<file path="src/rtl/pmu_pkg.sv">
// pmu_pkg: shared types and constants for the SAIL power management unit.
//   pmu_state_e : per-channel sequencer state
//   TMR_W       : width of the per-channel delay timer
//   *_MIN/*_MAX : legal ranges for the pmu_ctrl delay/count parameters
package pmu_pkg;

  typedef enum logic [2:0] {
    ST_RST   = 3'd0,
    ST_PWRUP = 3'd1,
    ST_ON    = 3'd2,
    ST_PDN   = 3'd3,
    ST_OFF   = 3'd4
  } pmu_state_e;

  localparam int TMR_W = 8;

  localparam int NUM_CH_MIN   = 1;
  localparam int NUM_CH_MAX   = 8;
  localparam int IDLE_CNT_MIN = 1;
  localparam int IDLE_CNT_MAX = 255;
  localparam int PU_DLY_MIN   = 1;
  localparam int PU_DLY_MAX   = 255;
  localparam int PD_DLY_MIN   = 1;
  localparam int PD_DLY_MAX   = 255;

endpackage

</file>
<file path="src/rtl/pmu_chan.sv">
// pmu_chan: one clock channel sequencer (RST -> PWRUP -> ON -> PDN -> OFF)
// with its own delay timer. All outputs are registered from the next state.
// Optional feature macro: PMU_AUTOWAKE_EN (wake from PDN/OFF).
// Ports:
//   clk, rst_n  : clock, async active-low reset
//   halt_seen   : shared registered halt indication
//   mask        : 1 = channel may be shut down by halt
//   wake_req    : level-sampled wake request
//   wake_acc    : comb, wake accepted this cycle (clears shared counter)
//   powerup     : oscillator power-up
//   enable      : oscillator output enable
//   ch_on       : channel is in ON
module pmu_chan
  import pmu_pkg::*;
#(
  parameter int PU_DLY = 4,
  parameter int PD_DLY = 2
) (
  input  logic clk,
  input  logic rst_n,
  input  logic halt_seen,
  input  logic mask,
  input  logic wake_req,
  output logic wake_acc,
  output logic powerup,
  output logic enable,
  output logic ch_on
);

  localparam logic [TMR_W-1:0] PU_LD = TMR_W'(PU_DLY - 1);
  localparam logic [TMR_W-1:0] PD_LD = TMR_W'(PD_DLY - 1);

  pmu_state_e       state_q, state_d;
  logic [TMR_W-1:0] tmr_q, tmr_d;
  logic             pu_q, pu_d;
  logic             en_q, en_d;
  logic             wake_ok;

`ifdef PMU_AUTOWAKE_EN
  assign wake_ok = wake_req;
`else
  // One-shot shutdown: OFF is terminal until reset.
  logic unused_wake;
  assign unused_wake = wake_req;
  assign wake_ok     = 1'b0;
`endif

  always_comb begin
    state_d  = state_q;
    tmr_d    = tmr_q;
    wake_acc = 1'b0;
    case (state_q)
      ST_RST: begin
        state_d = ST_PWRUP;
        tmr_d   = PU_LD;
      end
      ST_PWRUP: begin
        if (tmr_q == '0) state_d = ST_ON;
        else             tmr_d   = tmr_q - 1'b1;
      end
      ST_ON: begin
        if (halt_seen && mask) begin
          state_d = ST_PDN;
          tmr_d   = PD_LD;
        end
      end
      ST_PDN: begin
        // Wake beats the pending power-down; oscillator stays powered.
        if (wake_ok) begin
          wake_acc = 1'b1;
          state_d  = ST_PWRUP;
          tmr_d    = PU_LD;
        end else if (tmr_q == '0) begin
          state_d  = ST_OFF;
        end else begin
          tmr_d    = tmr_q - 1'b1;
        end
      end
      ST_OFF: begin
        if (wake_ok) begin
          wake_acc = 1'b1;
          state_d  = ST_PWRUP;
          tmr_d    = PU_LD;
        end
      end
      default: begin
        state_d = ST_RST;
        tmr_d   = '0;
      end
    endcase
    // enable implies powerup by construction: ON is a subset of the pu states.
    pu_d = (state_d == ST_PWRUP) || (state_d == ST_ON) || (state_d == ST_PDN);
    en_d = (state_d == ST_ON);
  end

  always_ff @(posedge clk or negedge rst_n) begin
    if (!rst_n) begin
      state_q <= ST_RST;
      tmr_q   <= '0;
      pu_q    <= 1'b0;
      en_q    <= 1'b0;
    end else begin
      state_q <= state_d;
      tmr_q   <= tmr_d;
      pu_q    <= pu_d;
      en_q    <= en_d;
    end
  end

  assign powerup = pu_q;
  assign enable  = en_q;
  assign ch_on   = en_q;

endmodule

</file>
<file path="src/rtl/pmu_ctrl.sv">
// pmu_ctrl: SAIL power management unit. Shared halt detector on the
// monitored data word plus NUM_CH independent channel sequencers.
// Optional feature macro: PMU_AUTOWAKE_EN (wake_req honoured in PDN/OFF).
// Ports:
//   clk, rst_n     : clock, async active-low reset
//   mon_data       : monitored word, mon_valid qualifies it
//   ch_mask        : per channel, 1 = may be shut down by halt
//   wake_req       : per channel wake request
//   clkhf_powerup  : per channel oscillator power-up
//   clkhf_enable   : per channel oscillator output enable
//   ch_on          : per channel ON indication
//   halt_seen      : registered halt detection
module pmu_ctrl
  import pmu_pkg::*;
#(
  parameter int                NUM_CH   = 2,
  parameter int                DATA_W   = 32,
  parameter logic [DATA_W-1:0] HALT_VAL = DATA_W'('h1000),
  parameter int                IDLE_CNT = 2,
  parameter int                PU_DLY   = 4,
  parameter int                PD_DLY   = 2
) (
  input  logic              clk,
  input  logic              rst_n,
  input  logic [DATA_W-1:0] mon_data,
  input  logic              mon_valid,
  input  logic [NUM_CH-1:0] ch_mask,
  input  logic [NUM_CH-1:0] wake_req,
  output logic [NUM_CH-1:0] clkhf_powerup,
  output logic [NUM_CH-1:0] clkhf_enable,
  output logic [NUM_CH-1:0] ch_on,
  output logic              halt_seen
);

  if (NUM_CH < NUM_CH_MIN || NUM_CH > NUM_CH_MAX) begin : g_bad_nch
    $error("pmu_ctrl: NUM_CH out of range");
  end
  if (IDLE_CNT < IDLE_CNT_MIN || IDLE_CNT > IDLE_CNT_MAX) begin : g_bad_idle
    $error("pmu_ctrl: IDLE_CNT out of range");
  end
  if (PU_DLY < PU_DLY_MIN || PU_DLY > PU_DLY_MAX) begin : g_bad_pu
    $error("pmu_ctrl: PU_DLY out of range");
  end
  if (PD_DLY < PD_DLY_MIN || PD_DLY > PD_DLY_MAX) begin : g_bad_pd
    $error("pmu_ctrl: PD_DLY out of range");
  end

  localparam int               CNT_W   = $clog2(IDLE_CNT + 1);
  localparam logic [CNT_W-1:0] CNT_MAX = CNT_W'(IDLE_CNT);

  logic [CNT_W-1:0]  cnt_q, cnt_d;
  logic              halt_q, halt_d;
  logic [NUM_CH-1:0] wake_acc;

  // Accepted wake clears ahead of any increment on the same edge.
  always_comb begin
    cnt_d = cnt_q;
    if (|wake_acc) begin
      cnt_d = '0;
    end else if (mon_valid) begin
      if (mon_data != HALT_VAL)  cnt_d = '0;
      else if (cnt_q != CNT_MAX) cnt_d = cnt_q + 1'b1;
    end
    halt_d = (cnt_d == CNT_MAX);
  end

  always_ff @(posedge clk or negedge rst_n) begin
    if (!rst_n) begin
      cnt_q  <= '0;
      halt_q <= 1'b0;
    end else begin
      cnt_q  <= cnt_d;
      halt_q <= halt_d;
    end
  end

  assign halt_seen = halt_q;

  pmu_chan #(
    .PU_DLY (PU_DLY),
    .PD_DLY (PD_DLY)
  ) u_chan [NUM_CH-1:0] (
    .clk       (clk),
    .rst_n     (rst_n),
    .halt_seen (halt_q),
    .mask      (ch_mask),
    .wake_req  (wake_req),
    .wake_acc  (wake_acc),
    .powerup   (clkhf_powerup),
    .enable    (clkhf_enable),
    .ch_on     (ch_on)
  );

endmodule

</file>
<file path="config.mk">
export PLATFORM = sky130hd
export DESIGN_NAME = pmu_ctrl
export DESIGN_NICKNAME = d
export VERILOG_FILES = /design/src/rtl/pmu_pkg.sv /design/src/rtl/pmu_chan.sv /design/src/rtl/pmu_ctrl.sv
export SDC_FILE = /design/constraint.sdc
export NUM_CORES = 1
export LEC_CHECK = 0
export CAP_MARGIN = 10
export CELL_PAD_IN_SITES_DETAIL_PLACEMENT = 0
export CELL_PAD_IN_SITES_GLOBAL_PLACEMENT = 2
export CORE_MARGIN = 10
export CORE_UTILIZATION = 27
export DETAILED_ROUTE_END_ITERATION = 8
export PLACE_DENSITY = 0.78
export SYNTH_ARGS = -nofsm -noshare
export SYNTH_HDL_FRONTEND = slang
export SYNTH_SLANG_ARGS = --single-unit
</file>
<file path="constraint.sdc">
create_clock -name clk -period 1.76 [get_ports clk]
set_input_delay 0.264 -clock clk [delete_from_list [all_inputs] [get_ports clk]]
set_output_delay 0.264 -clock clk [all_outputs]
set_load 0.01 [all_outputs]
</file>
==> summary.txt, run 1 <==
Status
  • Status: complete, no violations

STA
  • Worst Slack Setup Final: 0.0675 ns
  • Clock Skews: 0.00336 ns
  • Final setup TNS: 0 ns
  • Slew HR: 0.685
  • Slew Viols, Final: 0
  • Setup violations, final: 0
  • Final period util: 0.962
  • Fmax: 591 MHz
  • Worst-margin pin slew: 0.472 ns
  • Final Hold Vio Count: 0
  • Post-layout min period: 1.69 ns

Clocking
  • CTS Sinks: 29
  • Root buffer cell: clkbuf_8
  • Worst-Skew Late Latency: 0.27 ns
  • Clock slew at reported path FFs: 0.07 ns
  • CTS Hold Bufs: 0
  • CTS Buffer Depth: 2
  • Htree depth: 2
  • CTS buffer count: 5
  • CTS tree: yes

Synthesis
  • Post-Syn Area: 1850 um^2
  • Synthesis-stage register bit count: 29
  • Synth Instances: 196
  • Async set-reset flop share out of synthesis: 1.00
  • Ys flop type: dfrtp_1
  • Synth top area share: 0.393
  • Number of flops mapped to enable cells by yosys: 0
  • Yosys warning total: 0
  • Synth unique cells: 55
  • Area leader, netlist: dfrtp_1
  • Most common cell in the netlist: dfrtp_1
  • Syn nets: 238
  • Synth top area cells: dfrtp_1, mux2i_1, a21oi_1
  • Syn_area_per_cell: 9.43 um^2
  • Sequential-to-total area share from yosys stat: 0.393
  • Top cells by instance count after synthesis: dfrtp_1, a21oi_1, inv_1

Layout
  • Final #Nets: 308
  • Layout area overhead: 44.8%
  • Final core occ: 0.398
  • # diodes: 0
  • Fillcell total: 672
  • Fin area: 2680 um^2
  • Share of cells above drive strength 1: 0.232

Placement
  • Gpl congestion: 0.840
  • Placed Area: 2530 um^2
  • Post-DP HPWL: 3820 um
  • PortBufs: 43
  • Post-Place Setup Slack: -0.134 ns

Global route
  • Vias in the first global route: 1755
  • Initial antenna violation count: 0
  • Grt total ovfl: 0
  • Largest net degree at the start of global routing: 30
  • First-pass GRT wire length: 8090 um
  • GRT Total Usage: 0.0945

Route
  • Initial DRC count: 46
  • DRT Wirelength: 4770 um
  • Routed Antenna Nets: 0
  • Vias: 1730
  • # DRC: 0
  • Detailed Routing Iterations Pass 1: 4
  • Vias/cell: 4.99
  • Routed WL per cell: 13.7 um

Die
  • Die height: 103 um
  • Initial Utilization: 0.275
  • Std cell rows: 30
  • Width of the die: 103 um
  • Boundary Pins: 46
  • Full die area: 10600 um^2
  • Core area: 6720 um^2

Critical path
  • R2R cell count: 6
  • Critical path endpoint category: flip-flop
  • Worst r2r src: u_chan[1].tmr_q[1]
  • Reg-to-reg slack, setup: 0.07 ns
  • Critical-path maximum fanout: 4
  • Critical path launch point: u_chan[1].tmr_q[1]
  • Crit-path cells: inv_2 > ha_4 > or4b_4 > o21ai_4 > a2111oi_4 > mux2i_1
  • Max incr delay on CP: 0.50 ns
  • Arrival time worst endpoint: 1.85 ns
  • CP endpoint: u_chan[1].tmr_q[3]
  • CP max-delay cell: or4b_4
  • R2r endpoint: u_chan[1].tmr_q[3]
  • Crit path launch type: flip-flop
  • Crit path kind: flip-flop to flip-flop
  • Required @ worst endpoint: 1.92 ns

Min path
  • Hold/Removal Path Class: input port to asynchronous set/reset pin

Power and ir drop
  • Worst vdd ir: 0.215 mV
  • P_leak: 1.12 nW
  • Power Density: 486 nW/um^2

Run
  • Max-cap violations: 0
==> worst max-delay path, delay by kind of cell (launching register included) <==
kind | cells | cell delay (ns)
compound gates | 2 | 0.32
flops | 1 | 0.40
mux | 1 | 0.12
fa+ha+maj | 1 | 0.15
buf+inv | 1 | 0.09
simple gates | 1 | 0.50
==> sequential cells by signal, indices dropped and copies added (netlist names) <==
| name | flops |
|---|---|
| u_chan.tmr_q | 16 |
| u_chan.state_q | 6 |
| cnt_q | 2 |
| halt_seen | 1 |
| u_chan.ch_on | 2 |
| u_chan.powerup | 2 |
==> cells by family (layout without fill, tap and decap cells) <==
family                   Yosys count  in the layout  synth area share
AND/OR/NAND/NOR                   65             65             0.206
AO/OA/AOI/OAI                     61             61             0.248
flip-flops                        29             29             0.393
buffers and inverters             27             98            0.0738
multiplexers                       9              9            0.0494
adder cells (fa/ha/maj)            3              3            0.0203
XOR/XNOR                           2              2           0.00948
==> report_power, final <==
part / switching [mW] / internal (mW)
Clock: 0.259 / 0.274
Sequential: 0.0000000000154 / 0.666
Combinational: 0.0268 / 0.0751
==> through the flow <==
step | hold WS [ns] | power [mW] | instances
CTS | 0.390 | 1.33 | 346
global route | 0.411 | 1.38 | 347
floorplan | -0.0316 | 0.685 | 196
finish | 0.372 | 1.30 | 347
detailed placement | 0.500 | 0.784 | 338
global placement | 0.498 | 0.782 | 338
==> metal layers <==
layer,track usage,vias to the layer above,part of all wire
li1,-,869,-
met1,0.116,812,0.46
met2,0.147,45,0.45
met3,0.0389,4,0.074
met4,0.0321,0,0.014
met5,0,-,0
==> cell type report <==
class	instances	area (um^2)	share of cell area
clock buffers	6	72.6	0.0271
clock inverters	2	10.0	0.00374
inverters	14	52.6	0.0196
multi-input cells	140	1040	0.387
flip-flops and latches	29	726	0.271
well taps	80	100	0.0374
repair buffers	76	678	0.254
==> layout by cell type (no fill, tap or decap), types with 3 or more instances in the layout <==
cell / n
nor4_1: 6
nor2_1: 13
o21ai_0: 5
nor2b_1: 3
a211oi_1: 4
a22o_1: 3
inv_1: 12
a21oi_1: 14
o21bai_1: 3
o21a_1: 3
clkbuf_8: 5
buf_4: 33
nand2b_1: 3
nor3_1: 6
dfrtp_1: 29
nand3_1: 3
clkdlybuf4s50_1: 43
nand2_1: 11
mux2i_1: 8
==> what timing repair did <==
| item | CTS | global route |
|---|---|---|
| gates resized for setup | 3 | 9 |
| setup buffers | 0 | 1 |
| pin swaps | 1 | 2 |
| endpoints found under the setup margin | 4 | 9 |
==> how the worst min path moves through the flow <==
stage / to / slack (ns) / cells past startpoint
2_1_floorplan: cnt_q[0] / -0.03 / 0
3_3_place_gp: cnt_q[1] / 0.50 / 1
3_5_place_dp: cnt_q[1] / 0.50 / 1
4_1_cts: u_chan[0].tmr_q[3] / 0.39 / 2
5_1_grt: u_chan[0].powerup / 0.41 / 2
6_report: u_chan[0].state_q[2] / 0.37 / 2
Note: power is estimated with default switching activity, not from simulation.
==> inputs of run 2 (changes only) <==
Settings changed: CAP_MARGIN 10 to 20, MAX_ROUTING_LAYER set to met4.
==> run 2 against run 1 <==
Against the previous run: critical endpoint unchanged; utilization is the same; setup slack unchanged; non-clock buffer count is the same; sequential cell count unchanged; via count is essentially flat; critical path depth is the same; maximum frequency unchanged.
==> summary.txt, run 2 (synthesis gave the netlist of run 1 again) <==
STA
  • Setup violations, final: 0 (unchanged)
  • Slew Viols, Final: 0 (unchanged)
  • Final Hold Vio Count: 0 (unchanged)
  • Final period util: 0.962 (unchanged)
  • Final setup TNS: 0 ns (unchanged)
  • Worst-margin pin slew: 0.472 ns (unchanged)
  • Clock Skews: 0.00336 ns (unchanged)
  • Fmax: 591 MHz (unchanged)
  • Post-layout min period: 1.69 ns (unchanged)
  • Slew HR: 0.685 (unchanged)

Critical path
  • Critical path launch point: u_chan[1].tmr_q[1] (unchanged)
  • Critical-path maximum fanout: 4 (unchanged)
  • CP endpoint: u_chan[1].tmr_q[3] (unchanged)
  • R2R cell count: 6 (unchanged)
  • Reg-to-reg slack, setup: 0.07 ns (about the same)
  • Required @ worst endpoint: 1.92 ns (about the same)
  • Crit path launch type: flip-flop (unchanged)
  • Arrival time worst endpoint: 1.85 ns (about the same)
  • Crit path kind: flip-flop to flip-flop (unchanged)
  • R2r endpoint: u_chan[1].tmr_q[3] (unchanged)
  • Critical path endpoint category: flip-flop (unchanged)
  • Worst r2r src: u_chan[1].tmr_q[1] (unchanged)

Layout
  • Layout area overhead: 44.8% (unchanged)
  • Area of the multi-input gates: 1040 um^2 (unchanged)
  • Largest registers: u_chan.tmr_q: 16 flops, u_chan.state_q: 6 flops (unchanged)
  • Max reg flops: 16 (unchanged)
  • Share of cells above drive strength 1: 0.232 (unchanged)
  • Most frequent cells in the layout: clkdlybuf4s50_1, buf_4, dfrtp_1, a21oi_1, nor2_1 (unchanged)
  • Final core occ: 0.398 (unchanged)
  • # diodes: 0 (unchanged)
  • Final #Nets: 308 (unchanged)
  • Fillcell total: 672 (unchanged)
  • Commonest non-fill, non-tap cell in the layout: clkdlybuf4s50_1 (unchanged)
  • Biggest register: u_chan.tmr_q (unchanged)
  • FF/Latch Area: 726 um^2 (unchanged)

Clocking
  • CTS buffer count: 5 (unchanged)
  • CTS Buffer Depth: 2 (unchanged)
  • Clock slew at reported path FFs: 0.07 ns (about the same)
  • Htree depth: 2 (unchanged)
  • CTS Hold Bufs: 0 (unchanged)
  • CTS Sinks: 29 (unchanged)
  • Root buffer cell: clkbuf_8 (unchanged)
  • CTS tree: yes (unchanged)
  • Worst-Skew Late Latency: 0.27 ns (about the same)

Power and ir drop
  • P_leak: 1.12 nW (unchanged)
  • Cell internal pwr: 1.02 mW (unchanged)
  • Power Density: 486 nW/um^2 (about the same)
  • Total power: 1.30 mW (about the same)
  • Sequential Power Share: 0.512 (about the same)
  • Sw Ratio: 0.220 (about the same)
  • Clock share of power: 0.410 (about the same)
  • Switching power: 0.286 mW (about the same)
  • Worst vdd ir: 0.215 mV (about the same)
  • Comb pwr share: 0.078 (about the same)

Global route
  • GRT Total Usage: 0.0970 (was 0.0945)
  • First-pass GRT wire length: 8070 um (was 8090 um)
  • Vias in the first global route: 1762 (was 1755)
  • Initial antenna violation count: 0 (unchanged)
  • Largest net degree at the start of global routing: 30 (unchanged)
  • Grt total ovfl: 0 (unchanged)

Route
  • WL met3: 153 um (was 352 um)
  • Top routing layer in use: met4 (unchanged)
  • # DRC: 0 (unchanged)
  • Met1 wire length: 2390 um (was 2190 um)
  • Routed Antenna Nets: 0 (unchanged)
  • Routed WL per cell: 13.7 um (about the same)
  • Routed length on met2: 2150 um (about the same)
  • DRT Wirelength: 4770 um (about the same)
  • Vias: 1731 (was 1730)
  • Vias/cell: 4.99 (about the same)
  • Detailed Routing Iterations Pass 1: 4 (unchanged)
  • Initial DRC count: 49 (was 46)

Die
  • Full die area: 10600 um^2 (unchanged)
  • Boundary Pins: 46 (unchanged)
  • Std cell rows: 30 (unchanged)
  • Die height: 103 um (unchanged)
  • Initial Utilization: 0.275 (unchanged)
  • Width of the die: 103 um (unchanged)
  • Core area: 6720 um^2 (unchanged)

Placement
  • Gpl congestion: 0.853 (was 0.840)
  • Post-DP HPWL: 3820 um (unchanged)
  • PortBufs: 43 (unchanged)

Status
  • Status: complete, no violations (unchanged)

Run
  • Max-cap violations: 0 (unchanged)

Min path
  • Hold/Removal Path Class: input port to asynchronous set/reset pin (unchanged)
run 2: cell counts in the layout (fill, tap and decap cells not counted):
Identical to the previous run, type by type.
run 2: timing repair:
item | in CTS | in global routing
setup buffers | 0 | 1
resized for setup | 3 | 9
pin swaps | 1 | 2
endpoints found under the setup margin | 4 | 9
run 2: through the flow:
step	instances	setup WS, ns	hold slack (ns)	instance area, um^2
final	347	0.0675	0.372	2680
after global routing	347	-0.000423	0.411	2680
after CTS	346	0.0282	0.390	2620
after detailed placement	338	-0.134	0.500	2530
after global placement	338	-0.0994	0.498	2530
after floorplan	196	0.0436	-0.0316	1850
run 2: area by class of cell:
| cell class | count | share of cell area |
|---|---|---|
| multi-input cells | 140 | 0.387 |
| clock inverters | 2 | 0.00374 |
| well taps | 80 | 0.0374 |
| repair buffers | 76 | 0.254 |
| clock buffers | 6 | 0.0271 |
| inverters | 14 | 0.0196 |
| flip-flops and latches | 29 | 0.271 |
run 2: worst min path at each step:
stage	start	end	slack [ns]	cells after the start
finish	rst_n	u_chan[0].state_q[2]	0.37	2
global route	rst_n	u_chan[0].powerup	0.41	2
global placement	cnt_q[1]	cnt_q[1]	0.50	1
CTS	rst_n	u_chan[0].tmr_q[3]	0.39	2
floorplan	rst_n	cnt_q[0]	-0.03	0
detailed placement	cnt_q[1]	cnt_q[1]	0.50	1
run 2: worst max-delay path: stages (launching register included):
cell and delay (ns):
dfrtp_1 0.40, inv_2 0.09, ha_4 0.15, or4b_4 0.50
o21ai_4 0.22, a2111oi_4 0.10, mux2i_1 0.12
run 2: per-layer routing:
| layer | vias up | track usage |
|---|---|---|
| met5 | - | - |
| met4 | 0 | 0.0321 |
| met3 | 4 | 0.0221 |
| met2 | 45 | 0.147 |
| met1 | 813 | 0.125 |
| li1 | 869 | - |
run 2: power groups by stage:
stage	logic [mW]	registers, mW	clock network, mW
6_report	0.102	0.666	0.533
3_3_place_gp	0.103	0.679	0
3_5_place_dp	0.105	0.679	0
4_1_cts	0.105	0.666	0.557
5_1_grt	0.112	0.666	0.598
2_1_floorplan	0.00559	0.679	0
==> inputs of run 3 (changes only) <==
Settings changed: RECOVER_POWER set to 50.
==> run 3 against run 2 <==
Against the previous run: sequential cell count stayed put; critical path depth unchanged; final area barely moved; sequential power about the same; cell count unchanged; die area did not move; non-clock buffer count did not move; largest cell class unchanged; highest routed layer unchanged.
==> summary.txt, run 3 (synthesis gave the netlist of run 1 again) <==
Die
  • Initial Utilization: 0.275 (unchanged)
  • Width of the die: 103 um (unchanged)
  • Full die area: 10600 um^2 (unchanged)
  • Core area: 6720 um^2 (unchanged)
  • Boundary Pins: 46 (unchanged)
  • Std cell rows: 30 (unchanged)
  • Die height: 103 um (unchanged)

Route
  • # DRC: 0 (unchanged)
  • DRT Wirelength: 4770 um (about the same)
  • Routed length on met2: 2150 um (about the same)
  • Detailed Routing Iterations Pass 1: 4 (unchanged)
  • Routed Antenna Nets: 0 (unchanged)
  • Vias/cell: 4.99 (unchanged)
  • Routed WL per cell: 13.7 um (about the same)
  • Initial DRC count: 49 (unchanged)
  • Met1 wire length: 2400 um (was 2390 um)
  • Vias: 1731 (unchanged)
  • Top routing layer in use: met4 (unchanged)
  • WL met3: 153 um (unchanged)

Critical path
  • Critical path launch point: u_chan[1].tmr_q[1] (unchanged)
  • Max incr delay on CP: 0.50 ns (about the same)
  • Required @ worst endpoint: 1.92 ns (about the same)
  • Critical-path maximum fanout: 4 (unchanged)
  • Crit path kind: flip-flop to flip-flop (unchanged)
  • Worst r2r src: u_chan[1].tmr_q[1] (unchanged)
  • Crit path launch type: flip-flop (unchanged)
  • CP max-delay cell: or4b_4 (unchanged)
  • Crit-path cells: inv_2 > ha_4 > or4b_4 > o21ai_4 > a2111oi_4 > mux2i_1 (unchanged)
  • Critical path endpoint category: flip-flop (unchanged)
  • Arrival time worst endpoint: 1.85 ns (about the same)

STA
  • Post-layout min period: 1.69 ns (about the same)
  • Worst-margin pin slew: 0.756 ns (was 0.472 ns)
  • Clock Skews: 0.00336 ns (unchanged)
  • Fmax: 591 MHz (unchanged)
  • Setup violations, final: 0 (unchanged)
  • Slew Viols, Final: 0 (unchanged)
  • Final Hold Vio Count: 0 (unchanged)
  • Slew HR: 0.496 (was 0.685)
  • Final period util: 0.962 (about the same)
  • Hold_ws: 0.513 ns (was 0.372 ns)

Layout
  • Area of the multi-input gates: 1040 um^2 (unchanged)
  • Max reg flops: 16 (unchanged)
  • Layout area overhead: 44.6% (was 44.8%)
  • Share of cells above drive strength 1: 0.232 (unchanged)
  • Commonest non-fill, non-tap cell in the layout: clkdlybuf4s50_1 (unchanged)
  • Fillcell total: 673 (was 672)
  • # diodes: 0 (unchanged)
  • Final #Nets: 308 (unchanged)
  • FF/Latch Area: 726 um^2 (unchanged)
  • Fin area: 2670 um^2 (was 2680 um^2)
  • Most frequent cells in the layout: clkdlybuf4s50_1, buf_4, dfrtp_1, a21oi_1, nor2_1 (unchanged)
  • Final std cells w/o fill: 347 (unchanged)
  • Largest registers: u_chan.tmr_q: 16 flops, u_chan.state_q: 6 flops (unchanged)
  • Biggest register: u_chan.tmr_q (unchanged)

Placement
  • Gpl congestion: 0.853 (unchanged)
  • Placed Area: 2530 um^2 (unchanged)
  • PortBufs: 43 (unchanged)
  • Dpl cells: 338 (unchanged)
  • Post-DP HPWL: 3820 um (unchanged)

Clocking
  • CTS Buffer Depth: 2 (unchanged)
  • CTS buffer count: 5 (unchanged)
  • Root buffer cell: clkbuf_8 (unchanged)
  • Clock slew at reported path FFs: 0.07 ns (about the same)
  • CTS Sinks: 29 (unchanged)
  • CTS tree: yes (unchanged)
  • Worst-Skew Late Latency: 0.27 ns (about the same)
  • Htree depth: 2 (unchanged)

Min path
  • Hold/Removal Path Class: flip-flop to flip-flop (was input port to asynchronous set/reset pin)
  • Hold_sp: cnt_q[1]

Global route
  • Initial antenna violation count: 0 (unchanged)
  • Grt total ovfl: 0 (unchanged)
  • GRT Total Usage: 0.0970 (unchanged)
  • Largest net degree at the start of global routing: 30 (unchanged)
  • First-pass GRT wire length: 8070 um (unchanged)
  • Vias in the first global route: 1762 (unchanged)

Run
  • Max-cap violations: 0 (unchanged)

Status
  • Status: complete, no violations (unchanged)

Power and ir drop
  • Total power: 1.30 mW (about the same)
  • Worst vdd ir: 0.215 mV (about the same)
  • Power Density: 486 nW/um^2 (about the same)
  • P_leak: 1.12 nW (about the same)
==> run 3: changes by cell type in the layout (fill, tap and decap cells not counted), sizes merged <==
cell and delta:
buf -1, clkbuf +1, dlygate4sd3 +3, clkdlybuf4s50 -3
==> run 3: timing repair <==
item / CTS / global route
gates resized for setup: 3 / 9
hold buffers: 0 / 0
setup endpoints to repair: 4 / 9
pin swaps: 1 / 2
setup buffers: 0 / 1
==> run 3: through the flow <==
| stage | TNS [ns] | setup WS [ns] | util |
|---|---|---|---|
| finish | 0 | 0.0675 | 0.398 |
| global route | -0.000755 | -0.000423 | 0.398 |
| floorplan | 0 | 0.0436 | - |
| detailed placement | -0.651 | -0.134 | 0.377 |
| global placement | -0.491 | -0.0994 | 0.377 |
| CTS | 0 | 0.0282 | 0.390 |
==> run 3: cell type report <==
cell class	count	area share
clock buffer	6	0.0272
clock inverter	2	0.00375
sequential	29	0.272
timing repair buffer	76	0.253
inverter	14	0.0197
multi-input combinational	140	0.388
tap	80	0.0375
==> run 3: worst paths after layout <==
check,endpoint,slack (ns),cells after the start
hold reg to reg,cnt_q[1],0.51,1
max in group asynchronous,u_chan[1].powerup,0.70,2
setup / recovery,u_chan[1].tmr_q[3],0.07,6
setup reg to reg,u_chan[1].tmr_q[3],0.07,6
min in group asynchronous,u_chan[0].state_q[2],0.58,2
hold / removal,cnt_q[1],0.51,1
==> run 3: power breakdown <==
group,internal [mW],switching [mW],leakage (nW)
clock network,0.274,0.259,0.0450
registers,0.667,0.0000000000154,0.359
logic,0.0739,0.0268,0.714
==> run 3: metal layers <==
metal  global-route usage  up-vias
met3               0.0221        4
li1                     -      869
met2                0.147       45
met1                0.125      813
met4               0.0321        0
met5                    -        -
==> run 3: worst max-delay path: cells and delay by family (launching register included) <==
kind	cells	cell delay, ns
muxes	1	0.12
DFF	1	0.40
buffers and inverters	1	0.09
AOI/OAI and AO/OA	2	0.32
and+or+nand+nor	1	0.50
adders and majority gates	1	0.15
